[config.mk]
export PLATFORM = sky130hd
export DESIGN_NAME = ex_operand_stage
export DESIGN_NICKNAME = d
export VERILOG_FILES = /design/src/rtl/ex_operand_stage_pkg.sv /design/src/rtl/ex_operand_stage_fwd_mux.sv /design/src/rtl/ex_operand_stage.sv
export SDC_FILE = /design/constraint.sdc
export NUM_CORES = 1
export LEC_CHECK = 0
export ABC_CLOCK_PERIOD_IN_PS = 3100
export BUFFER_PORTS_ARGS = -buffer_cell sky130_fd_sc_hd__buf_2
export CAP_MARGIN = 40
export CORE_AREA = 4 4 83 85
export CTS_CLUSTER_SIZE = 10
export DETAILED_ROUTE_END_ITERATION = 8
export DIE_AREA = 0 0 87 89
export PLACE_DENSITY = 0.84
export SLEW_MARGIN = 20
export SYNTH_ARGS = -nofsm -noshare
export SYNTH_HDL_FRONTEND = slang
export SYNTH_SLANG_ARGS = --single-unit
export TNS_END_PERCENT = 30
[constraint.sdc]
create_clock -name clk -period 3.1 [get_ports clk]
set_input_delay 0.465 -clock clk [delete_from_list [all_inputs] [get_ports clk]]
set_output_delay 0.465 -clock clk [all_outputs]
set_load 0.1 [all_outputs]
[src/rtl/ex_operand_stage_pkg.sv]
// rtl/ex_operand_stage_pkg.sv - shared widths, ALU op codes and forwarding encodings
package ex_operand_stage_pkg;

  localparam int DATA_W = 16;
  localparam int IDX_W  = 3;
  localparam int IMM_W  = 8;

  // ALU op codes; 000 is the shift op a bubble decays to
  localparam logic [2:0] OP_ROL = 3'b000;
  localparam logic [2:0] OP_SLL = 3'b001;
  localparam logic [2:0] OP_ROR = 3'b010;
  localparam logic [2:0] OP_SRL = 3'b011;
  localparam logic [2:0] OP_ADD = 3'b100;
  localparam logic [2:0] OP_OR  = 3'b101;
  localparam logic [2:0] OP_XOR = 3'b110;
  localparam logic [2:0] OP_AND = 3'b111;

  // operand source reported on ex_fwd_a / ex_fwd_b
  typedef enum logic [1:0] {
    FWD_REG = 2'd0,
    FWD_EXM = 2'd1,
    FWD_MWB = 2'd2
  } fwd_sel_t;

  function automatic logic [DATA_W-1:0] sign_ext(input logic [IMM_W-1:0] imm);
    return {{(DATA_W-IMM_W){imm[IMM_W-1]}}, imm};
  endfunction

endpackage

[src/rtl/ex_operand_stage_fwd_mux.sv]
// rtl/ex_operand_stage_fwd_mux.sv - single-operand priority forwarding selector
import ex_operand_stage_pkg::*;

module fwd_mux (
  input  logic              en,
  input  logic [IDX_W-1:0]  idx,
  input  logic [DATA_W-1:0] reg_data,
  input  logic              exm_wr_en,
  input  logic [IDX_W-1:0]  exm_rd,
  input  logic [DATA_W-1:0] exm_data,
  input  logic              mwb_wr_en,
  input  logic [IDX_W-1:0]  mwb_rd,
  input  logic [DATA_W-1:0] mwb_data,
  output logic [DATA_W-1:0] data,
  output fwd_sel_t          sel
);

  // youngest producer wins: EX/MEM before MEM/WB before the register file value
  always_comb begin
    data = reg_data;
    sel  = FWD_REG;
    if (en && exm_wr_en && (exm_rd == idx)) begin
      data = exm_data;
      sel  = FWD_EXM;
    end else if (en && mwb_wr_en && (mwb_rd == idx)) begin
      data = mwb_data;
      sel  = FWD_MWB;
    end
  end

endmodule

[src/rtl/ex_operand_stage.sv]
// rtl/ex_operand_stage.sv - decode-to-execute operand register with forwarding (EX_FWD_EN enables forwarding)
import ex_operand_stage_pkg::*;

module ex_operand_stage (
  input  logic              clk,
  input  logic              rst,
  input  logic              stall,
  input  logic              flush,
  input  logic              id_valid,
  input  logic [DATA_W-1:0] id_rs_data,
  input  logic [DATA_W-1:0] id_rt_data,
  input  logic [IDX_W-1:0]  id_rs_idx,
  input  logic [IDX_W-1:0]  id_rt_idx,
  input  logic [IDX_W-1:0]  id_rd_idx,
  input  logic [IMM_W-1:0]  id_imm,
  input  logic              id_use_imm,
  input  logic [2:0]        id_alu_op,
  input  logic              id_inv_a,
  input  logic              id_inv_b,
  input  logic              id_cin,
  input  logic              id_sign,
  input  logic              id_reg_write,
  input  logic              exm_wr_en,
  input  logic [IDX_W-1:0]  exm_rd,
  input  logic [DATA_W-1:0] exm_data,
  input  logic              mwb_wr_en,
  input  logic [IDX_W-1:0]  mwb_rd,
  input  logic [DATA_W-1:0] mwb_data,
  output logic              ex_valid,
  output logic [DATA_W-1:0] ex_a,
  output logic [DATA_W-1:0] ex_b,
  output logic [2:0]        ex_alu_op,
  output logic              ex_inv_a,
  output logic              ex_inv_b,
  output logic              ex_cin,
  output logic              ex_sign,
  output logic [IDX_W-1:0]  ex_rd_idx,
  output logic              ex_reg_write,
  output logic [1:0]        ex_fwd_a,
  output logic [1:0]        ex_fwd_b
);

`ifdef EX_FWD_EN
  localparam logic FWD_ON = 1'b1;
`else
  localparam logic FWD_ON = 1'b0;
`endif

  logic              valid_q;
  logic [DATA_W-1:0] rs_data_q;
  logic [DATA_W-1:0] rt_data_q;
  logic [IDX_W-1:0]  rs_idx_q;
  logic [IDX_W-1:0]  rt_idx_q;
  logic [IDX_W-1:0]  rd_idx_q;
  logic [DATA_W-1:0] imm_ext_q;
  logic              use_imm_q;
  logic [2:0]        alu_op_q;
  logic              inv_a_q;
  logic              inv_b_q;
  logic              cin_q;
  logic              sign_q;
  logic              reg_write_q;

  // reset/flush load a bubble, stall holds (refreshing from write-back), otherwise capture decode
  always_ff @(posedge clk) begin
    if (rst || flush) begin
      valid_q     <= 1'b0;
      rs_data_q   <= '0;
      rt_data_q   <= '0;
      rs_idx_q    <= '0;
      rt_idx_q    <= '0;
      rd_idx_q    <= '0;
      imm_ext_q   <= '0;
      use_imm_q   <= 1'b0;
      alu_op_q    <= OP_ROL;
      inv_a_q     <= 1'b0;
      inv_b_q     <= 1'b0;
      cin_q       <= 1'b0;
      sign_q      <= 1'b0;
      reg_write_q <= 1'b0;
    end else if (stall) begin
      // a write-back retiring during the stall would otherwise be missed by the held operands
      if (mwb_wr_en && (mwb_rd == rs_idx_q)) rs_data_q <= mwb_data;
      if (mwb_wr_en && (mwb_rd == rt_idx_q)) rt_data_q <= mwb_data;
    end else begin
      valid_q     <= id_valid;
      rs_data_q   <= id_rs_data;
      rt_data_q   <= id_rt_data;
      rs_idx_q    <= id_rs_idx;
      rt_idx_q    <= id_rt_idx;
      rd_idx_q    <= id_rd_idx;
      imm_ext_q   <= sign_ext(id_imm);
      use_imm_q   <= id_use_imm;
      alu_op_q    <= id_alu_op;
      inv_a_q     <= id_inv_a;
      inv_b_q     <= id_inv_b;
      cin_q       <= id_cin;
      sign_q      <= id_sign;
      reg_write_q <= id_reg_write;
    end
  end

  logic [DATA_W-1:0] a_data;
  logic [DATA_W-1:0] b_data;
  fwd_sel_t          a_sel;
  fwd_sel_t          b_sel;

  fwd_mux u_fwd_a (
    .en        (valid_q & FWD_ON),
    .idx       (rs_idx_q),
    .reg_data  (rs_data_q),
    .exm_wr_en (exm_wr_en),
    .exm_rd    (exm_rd),
    .exm_data  (exm_data),
    .mwb_wr_en (mwb_wr_en),
    .mwb_rd    (mwb_rd),
    .mwb_data  (mwb_data),
    .data      (a_data),
    .sel       (a_sel)
  );

  fwd_mux u_fwd_b (
    .en        (valid_q & ~use_imm_q & FWD_ON),
    .idx       (rt_idx_q),
    .reg_data  (rt_data_q),
    .exm_wr_en (exm_wr_en),
    .exm_rd    (exm_rd),
    .exm_data  (exm_data),
    .mwb_wr_en (mwb_wr_en),
    .mwb_rd    (mwb_rd),
    .mwb_data  (mwb_data),
    .data      (b_data),
    .sel       (b_sel)
  );

  assign ex_valid     = valid_q;
  assign ex_a         = a_data;
  assign ex_b         = use_imm_q ? imm_ext_q : b_data;
  assign ex_alu_op    = alu_op_q;
  assign ex_inv_a     = inv_a_q;
  assign ex_inv_b     = inv_b_q;
  assign ex_cin       = cin_q;
  assign ex_sign      = sign_q;
  assign ex_rd_idx    = rd_idx_q;
  assign ex_reg_write = reg_write_q & valid_q;
  assign ex_fwd_a     = a_sel;
  assign ex_fwd_b     = b_sel;

endmodule

==> results of run 1 <==
sequential cells by signal, indices dropped and copies added (netlist names):
name	count
ex_valid	1
ex_rd_idx	3
ex_sign	1
rt_data_q	16
rs_data_q	16
ex_cin	1
rs_idx_q	3
imm_ext_q	8
ex_alu_op	3
reg_write_q	1
ex_inv_b	1
use_imm_q	1
rt_idx_q	3
ex_inv_a	1
cells by family (layout without fill, tap and decap cells):
| family | Yosys count | count (layout) | synth area share |
|---|---|---|---|
| AOI/OAI and AO/OA | 18 | 18 | 0.0456 |
| xor gates and xnor gates | 6 | 6 | 0.0177 |
| buffers and inverters | 58 | 179 | 0.0865 |
| DFF | 59 | 59 | 0.398 |
| muxes | 91 | 91 | 0.321 |
| other | 1 | 4 | 0.00127 |
| and+or+nand+nor | 101 | 101 | 0.130 |
worst paths after layout:
kind,end,cells past startpoint,startpoint
setup / recovery,ex_b[15],3,use_imm_q
hold / removal,imm_ext_q[3],3,id_imm[3]
setup reg to reg,rt_data_q[11],4,rt_idx_q[2]
hold reg to reg,imm_ext_q[7],2,imm_ext_q[7]
power by group through the flow:
stage	registers [mW]	clock network, mW	logic, mW
final	0.801	0.706	0.434
after global routing	0.804	0.765	0.463
after CTS	0.801	0.729	0.437
after detailed placement	0.818	0	0.436
after global placement	0.817	0	0.429
after floorplan	0.911	0	0.244
Yosys cell counts:
cell       n
nor2_1    91
buf_4      4
mux2i_1   59
mux2_2    32
nand2_1    8
or2_2      1
and2_1     1
xor2_1     6
clkbuf_1   7
o41ai_4    2
conb_1     1
dfxtp_1   59
buf_1      5
inv_1     33
o21ai_0   16
buf_6      2
buf_2      7
critical path: stages (launching register included):
cell	delay (ps)
dfxtp_1	800
nand2_1	350
o21ai_0	190
buf_2	470
layer usage:
metal,vias up,global-route usage
li1,1302,-
met1,1113,0.236
met2,101,0.286
met3,13,0.0516
met4,0,0.0751
met5,-,0
stage by stage:
stage          instances  TNS, ps
4_1_cts              535        0
2_1_floorplan        337    -72.8
3_5_place_dp         521        0
3_3_place_gp         520        0
5_1_grt              535        0
6_report             535        0
layout make-up:
class,instances,area (sq um)
fillers,547,2390
multi-input cells,220,1540
flip-flops and latches,59,1180
repair buffers,132,678
clock buffers,12,165
inverters,33,124
well taps,77,96.3
clock inverters,2,35.0
==> results.cfg, run 1 <==
[status]
status = complete, no violations

[synth]
synthTopCellsByArea = dfxtp_1 (40%), mux2i_1 (20%), mux2_2 (12%), nor2_1 (12%), inv_1 (4.2%)
synth_top_area_share = 0.398
yosysUniqueCellTypes = 17
synth.avg_cell_area_sq_um = 8.87
ys_ff_latch = 59
synth_area_leader_cell = dfxtp_1
synth_area_sq_mm = 0.00296
synthCells = 334
yosysSeqAreaShare = 0.398
yosysWarnings = 0

[clock_tree]
h-tree-depth = 3
cts_buffers = 9
hold_buffers = 0
clock-sinks = 59
cts_setup_buffers = 0
tritoncts = done
cts_resized = 0
clock_latency_ps = 330
cts.reportedPaths.clkPinSlew_ps = 60
clk_path_buf_depth = 2
root_buffer = clkbuf_8

[power_and_ir_drop]
swShare = 0.309
powerDensity_mw_per_mm2 = 509
ir_drop_mv = 0.302
leakagePower_nw = 1.97
clkPwrFrac = 0.364
switchingPower_uw = 600
power_mw = 1.94
combinationalPowerShare = 0.224
seqPwrFrac = 0.413
internal_power_mw = 1.34

[die]
die_area_sq_mm = 0.00774
coreArea_sq_mm = 0.00620
floorplan.initialDensity = 0.478
dieHeight_microns = 89
io_pins = 151
die_w_microns = 87
rows = 29

[placed_design]
place_congestion = 0.776
pre_cts_ws_ps = 874
dpl.hpwl_microns = 5230
io_buffers = 126
place_area_sq_mm = 0.00362

[sta]
rsz0062_at_grt = false
final.setup.worst_slack_ps = 507
hold-worst-slack_ps = 366
hold_viol = 0
fin_crit_sh = 0.836
skew_ps = 9.81
maxSlewHeadroom = 0.506
layout_min_cycle_time_ps = 2590
fmax_mhz = 386
slew_viol_final = 0
finalSetupViolations = 0
worstMarginPinSlew_ps = 741

[worst_setup_path]
required_ps = 2630
crit_fanout = 25
arrival_ps = 2130
r2r_slack_ps = 1280
cp-end-kind = output pin
crit_type = flop to output pin
worstSetupStartpointType = flop

[routing]
wl_met3_microns = 577
wirelength_microns = 6840
drt_first_pass_iters = 4
m1WireLength_microns = 3160
drt-initial-drc-count = 54
wire_per_inst_microns = 12.8
drc_errors = 0
avgViaCountPerCell = 4.73
top_layer = met4
vias = 2529
ant_nets = 0
met2_wirelength_microns = 2960

[global_route]
antenna_found_initial = 0
grt_util_all_layers = 0.183
grt_pass1_vias = 2491
grt_pass1_wl_microns = 11100
grt_overflow = 0
grt_max_degree = 49

[cells_and_area]
layout_common_cells = buf_2 (125), nor2_1 (91), mux2i_1 (59), dfxtp_1 (59), inv_1 (33)
nets = 558
syn_to_final_growth_pct = 28.8
num_antenna_cells = 0
fin_util = 0.615
drive_gt1_frac = 0.395
final_cell_area_sq_mm = 0.00382
final_common_cell = buf_2

[min_path]
hp-class = primary input to flop

[flow_run]
cap_violations = 0
No activity file was read; power rests on OpenSTA's default activity.
==> run 2: changes to the inputs <==
--- a/config.mk
+++ b/config.mk
@@ -5,14 +5,15 @@
 export SDC_FILE = /design/constraint.sdc
 export NUM_CORES = 1
 export LEC_CHECK = 0
-export ABC_CLOCK_PERIOD_IN_PS = 3100
+export ABC_AREA = 1
+export ABC_CLOCK_PERIOD_IN_PS = 2150
 export BUFFER_PORTS_ARGS = -buffer_cell sky130_fd_sc_hd__buf_2
 export CAP_MARGIN = 40
-export CORE_AREA = 4 4 83 85
+export CORE_AREA = 4 4 91 93
 export CTS_CLUSTER_SIZE = 10
 export DETAILED_ROUTE_END_ITERATION = 8
-export DIE_AREA = 0 0 87 89
-export PLACE_DENSITY = 0.84
+export DIE_AREA = 0 0 95 97
+export PLACE_DENSITY = 0.76
 export SLEW_MARGIN = 20
 export SYNTH_ARGS = -nofsm -noshare
 export SYNTH_HDL_FRONTEND = slang
==> constraint.sdc (replaced) <==
create_clock -name clk -period 2.15 [get_ports clk]
set_input_delay 0.3225 -clock clk [delete_from_list [all_inputs] [get_ports clk]]
set_output_delay 0.3225 -clock clk [all_outputs]
set_load 0.1 [all_outputs]
==> run 2 against run 1 <==
- combinational power up 77%
- clock power up 63%
- power up 58%
- synthesized area up 4.1%
- register-to-register slack worse by 630 ps
- wire length up 21%
- critical path depth unchanged
- highest routed layer unchanged
- critical path type unchanged
- worst hold slack worse by 130 ps
- design area up 9.9%
- final cell count up 29%
- sequential power up 45%
- clock skew down 1.3 ps
==> results.cfg, run 2 <==
[die]
coreArea_sq_mm = 0.00753
dieHeight_microns = 97
io_pins = 151
floorplan.initialDensity = 0.410
rows = 32
die_area_sq_mm = 0.00922
die_w_microns = 95

[sta]
slew_viol_final = 0
maxSlewHeadroom = 0.521
fmax_mhz = 545
finalSetupViolations = 0
layout_min_cycle_time_ps = 1840
fin_tns_setup_ps = 0
final.setup.worst_slack_ps = 314
skew_ps = 8.53
fin_crit_sh = 0.854
rsz0062_at_grt = false
worstMarginPinSlew_ps = 718
hold_viol = 0

[cells_and_area]
nets = 685
final_common_cell = nand2_1
fin_util = 0.557
layout_common_cells = nand2_1 (183), buf_2 (109), a21oi_1 (59), dfxtp_1 (59), inv_1 (40)
reg.largest.list = rs_data_q (16), rt_data_q (16), imm_ext_q (8)
final_cell_area_sq_mm = 0.00420
num_antenna_cells = 0
syn_to_final_growth_pct = 36.0
drive_gt1_frac = 0.310

[clock_tree]
clk_path_buf_depth = 2
cts_buffers = 9
cts.reportedPaths.clkPinSlew_ps = 70
hold_buffers = 0
cts_resized = 0
h-tree-depth = 3
tritoncts = done
clock-sinks = 59
root_buffer = clkbuf_8
cts_setup_buffers = 0
clock_latency_ps = 330

[routing]
drt_first_pass_iters = 4
drc_errors = 0
ant_nets = 0
vias = 3194
wirelength_microns = 8300
wire_per_inst_microns = 12.1
avgViaCountPerCell = 4.64
drt-initial-drc-count = 146

[synth]
synthTopCellsByCount = nand2_1 (183), a21oi_1 (59), dfxtp_1 (59)
synth_area_sq_mm = 0.00309
synth_xor_xnor_area_share = 0
ys_ff_latch = 59
synth_edf_count = 0
yosysUniqueCellTypes = 17
yosys.cell_count.top_type = nand2_1
muxShareOfSynthArea = 0
synthAdderAreaFrac = 0
async_flop_share = 0
synth_compound_area_frac = 0.128
synth_top_family_by_area = simple AND/OR/NAND/NOR gates
yosysWarnings = 0
synth_ff_type = dfxtp_1
synth_top_area_share = 0.383
synth_area_leader_cell = dfxtp_1
yosysSeqAreaShare = 0.383
synthCells = 471
yosys.area_share.simple = 0.371
synthTopCellsByArea = dfxtp_1 (38%), nand2_1 (22%), a21oi_1 (9.6%), nand3_2 (7.8%), inv_1 (4.9%)
synth.avg_cell_area_sq_um = 6.55

[power_and_ir_drop]
leakagePower_nw = 2.14
powerDensity_mw_per_mm2 = 733
ir_drop_mv = 0.432

[placed_design]
io_buffers = 126
place_area_sq_mm = 0.00397
dpl.hpwl_microns = 6060
pre_cts_ws_ps = 534
place_congestion = 0.796

[worst_setup_path]
crit_type = flop to output pin
arrival_ps = 1510
required_ps = 1830
crit_fanout = 9
cp-end-kind = output pin
worstSetupStartpointType = flop

[global_route]
grt_pass1_wl_microns = 13600
grt_pass1_vias = 2992
grt_overflow = 0
grt_util_all_layers = 0.183
grt_max_degree = 112
antenna_found_initial = 0

[flow_run]
cap_violations = 0

[min_path]
hp-class = primary input to flop

[status]
status = complete, no violations
run 2: final cells by class:
| class | instances | area [sq um] |
|---|---|---|
| inverters | 42 | 158 |
| flip-flops and latches | 59 | 1180 |
| clock buffers | 12 | 155 |
| repair buffers | 131 | 936 |
| well taps | 102 | 128 |
| fillers | 751 | 3330 |
| multi-input cells | 339 | 1570 |
| clock inverters | 4 | 72.6 |
run 2: cells by family after synthesis:
logic type,Yosys count
DFF,59
AOI/OAI and AO/OA,79
buffers and inverters,76
other,1
and+or+nand+nor,256
run 2: worst paths after layout:
check                   start           end  slack (ps)  cells past startpoint
setup / recovery    use_imm_q      ex_b[15]         310                      3
hold / removal         id_cin        ex_cin         240                      3
setup reg to reg  rt_idx_q[0]  rt_data_q[6]         650                      7
hold reg to reg   reg_write_q   reg_write_q         450                      2
run 2: per-stage QoR:
step / total power, mW / hold slack, ps / cells
after floorplan: 1.75 / 437 / 474
after global placement: 1.94 / 444 / 673
after detailed placement: 1.96 / 449 / 673
after CTS: 3.11 / 223 / 689
after global routing: 3.22 / 222 / 689
final: 3.08 / 235 / 689
run 2: critical path, cell delays in order (launching register included):
cell and delay (ps):
dfxtp_1 430, nand2_1 280, o21ai_0 250, buf_12 230
run 2: per-layer routing:
metal / part of all wire / track usage / up-vias
met3: 0.044 / 0.0373 / 10
met1: 0.41 / 0.216 / 1434
met5: 0 / 0 / -
met2: 0.53 / 0.323 / 73
li1: - / - / 1677
met4: 0.020 / 0.0644 / 0
run 2: power breakdown:
part / internal, mW / total, mW / switching [mW] / leakage (nW)
registers: 1.14 / 1.16 / 0.0196 / 0.482
logic: 0.228 / 0.770 / 0.542 / 1.54
clock network: 0.715 / 1.15 / 0.432 / 0.113
==> run 3: changes to the inputs <==
--- a/config.mk
+++ b/config.mk
@@ -13,7 +13,7 @@
 export CTS_CLUSTER_SIZE = 10
 export DETAILED_ROUTE_END_ITERATION = 8
 export DIE_AREA = 0 0 95 97
-export PLACE_DENSITY = 0.76
+export PLACE_DENSITY = 0.88
 export SLEW_MARGIN = 20
 export SYNTH_ARGS = -nofsm -noshare
 export SYNTH_HDL_FRONTEND = slang
==> run 3 against run 2 <==
- combinational power barely moved
- worst setup slack got worse by 82 ps
- clock-buffer cell count fell by 1
- design area barely moved
- wire length rose by 0.64%
- sequential share of layout area barely moved
- non-clock buffer count did not move
- global-route usage rose by 0.13 points
- sequential cell count did not move
- die area did not move
- first-iteration DRC count rose by 23%
- register-to-register slack got worse by 40 ps
- critical path type unchanged
- highest routed layer unchanged
==> results.cfg, run 3 (synthesized netlist as in run 2, its figures left out) <==
[clock_tree]
clock-sinks = 59
cts_resized = 0
cts_setup_buffers = 0
h-tree-depth = 3
cts.reportedPaths.clkPinSlew_ps = 70
clk_path_buf_depth = 2
tritoncts = done
clock_latency_ps = 330
hold_buffers = 0
cts_buffers = 9
root_buffer = clkbuf_8

[global_route]
grt_pass1_wl_microns = 13600
grt_util_all_layers = 0.184
grt_overflow = 0
grt_max_degree = 79
met3_usage = 0.0381
antenna_found_initial = 0
grtUsageMet1 = 0.220
grt_use_met2 = 0.320
busiest_layer = met2
grt_pass1_vias = 3031

[die]
floorplan.initialDensity = 0.410
io_pins = 151
die_area_sq_mm = 0.00922
dieHeight_microns = 97
rows = 32
die_w_microns = 95
coreArea_sq_mm = 0.00753

[cells_and_area]
drive_gt1_frac = 0.311
final_common_cell = nand2_1
layout_common_cells = nand2_1 (183), buf_2 (109), a21oi_1 (59), dfxtp_1 (59), inv_1 (40)
register_area_sq_mm = 0.00118
multi_input_area_sq_mm = 0.00157
syn_to_final_growth_pct = 35.9
fin_cells = 688
fin_util = 0.557
num_antenna_cells = 0
reg.largest.list = rs_data_q (16), rt_data_q (16), imm_ext_q (8)
fill_cells = 738
nets = 685

[worst_setup_path]
cp-end-kind = output pin
cp_num_buf_inv = 1
critPathLaunch = use_imm_q
r2r_slack_ps = 610
required_ps = 1830
rr_endpoint = rt_data_q[10]
crit_family = flip-flops
crit_chain = nand2_1, o21ai_1, buf_12
reg2reg_depth = 7
arrival_ps = 1600
crit_fanout = 9
r2r_start = rt_idx_q[1]
worstSetupStartpointType = flop
crit_type = flop to output pin
slowest_stage = dfxtp_1
critical_path.max_stage_delay_ps = 480
cp.depth = 3

[routing]
drt_first_pass_iters = 4
vias = 3216
drt-initial-drc-count = 180
wirelength_microns = 8360
avgViaCountPerCell = 4.67
drc_errors = 0
wire_per_inst_microns = 12.1
ant_nets = 0

[min_path]
hold_depth = 3
hp-class = primary input to flop
min_from = id_imm[5]
min_to = imm_ext_q[5]

[sta]
fin_tns_setup_ps = 0
rsz0062_at_grt = false
hold-worst-slack_ps = 235
fin_crit_sh = 0.892
hold_viol = 0
worstMarginPinSlew_ps = 746
skew_ps = 4.71
finalSetupViolations = 0
maxSlewHeadroom = 0.502
layout_min_cycle_time_ps = 1920
fmax_mhz = 521
slew_viol_final = 0

[power_and_ir_drop]
power_mw = 3.08
leakagePower_nw = 2.14
ir_drop_mv = 0.333
powerDensity_mw_per_mm2 = 734

[placed_design]
placed_cells = 673
dpl.hpwl_microns = 6260
place_congestion = 0.785
io_buffers = 126

[flow_run]
cap_violations = 0

[status]
status = complete, no violations
[run 3: area by class of cell]
cell class / count / share of cell area
tap: 102 / 0.0304
clock inverter: 4 / 0.0176
timing repair buffer: 131 / 0.223
multi-input combinational: 339 / 0.373
sequential: 59 / 0.282
inverter: 42 / 0.0376
clock buffer: 11 / 0.0361
[run 3: per-stage QoR]
step,cell area [sq um],worst slack [ps]
2_1_floorplan,3110,-632
4_1_cts,4190,211
5_1_grt,4190,91.4
3_5_place_dp,3970,534
6_report,4190,232
3_3_place_gp,3970,592
[run 3: how the worst max path moves through the flow]
stage,slack (ps),endpoint
5_1_grt,90,ex_b[15]
3_3_place_gp,590,imm_ext_q[4]
4_1_cts,210,ex_b[11]
3_5_place_dp,530,imm_ext_q[2]
2_1_floorplan,-630,ex_b[0]
6_report,230,ex_b[8]
[run 3: power breakdown]
group	internal, mW	switching (mW)
combinational	0.228	0.544
sequential	1.14	0.0205
clock	0.710	0.435
[run 3: worst min-delay path: stages]
cell     delay [ps]
buf_2            90
nand2_1          50
a21oi_1          50
[run 3: layer usage]
| metal | part of all wire | wire length, microns |
|---|---|---|
| met1 | 0.41 | 3420 |
| met2 | 0.52 | 4330 |
| met3 | 0.055 | 456 |
| met4 | 0.018 | 150 |
| met5 | 0 | 0 |
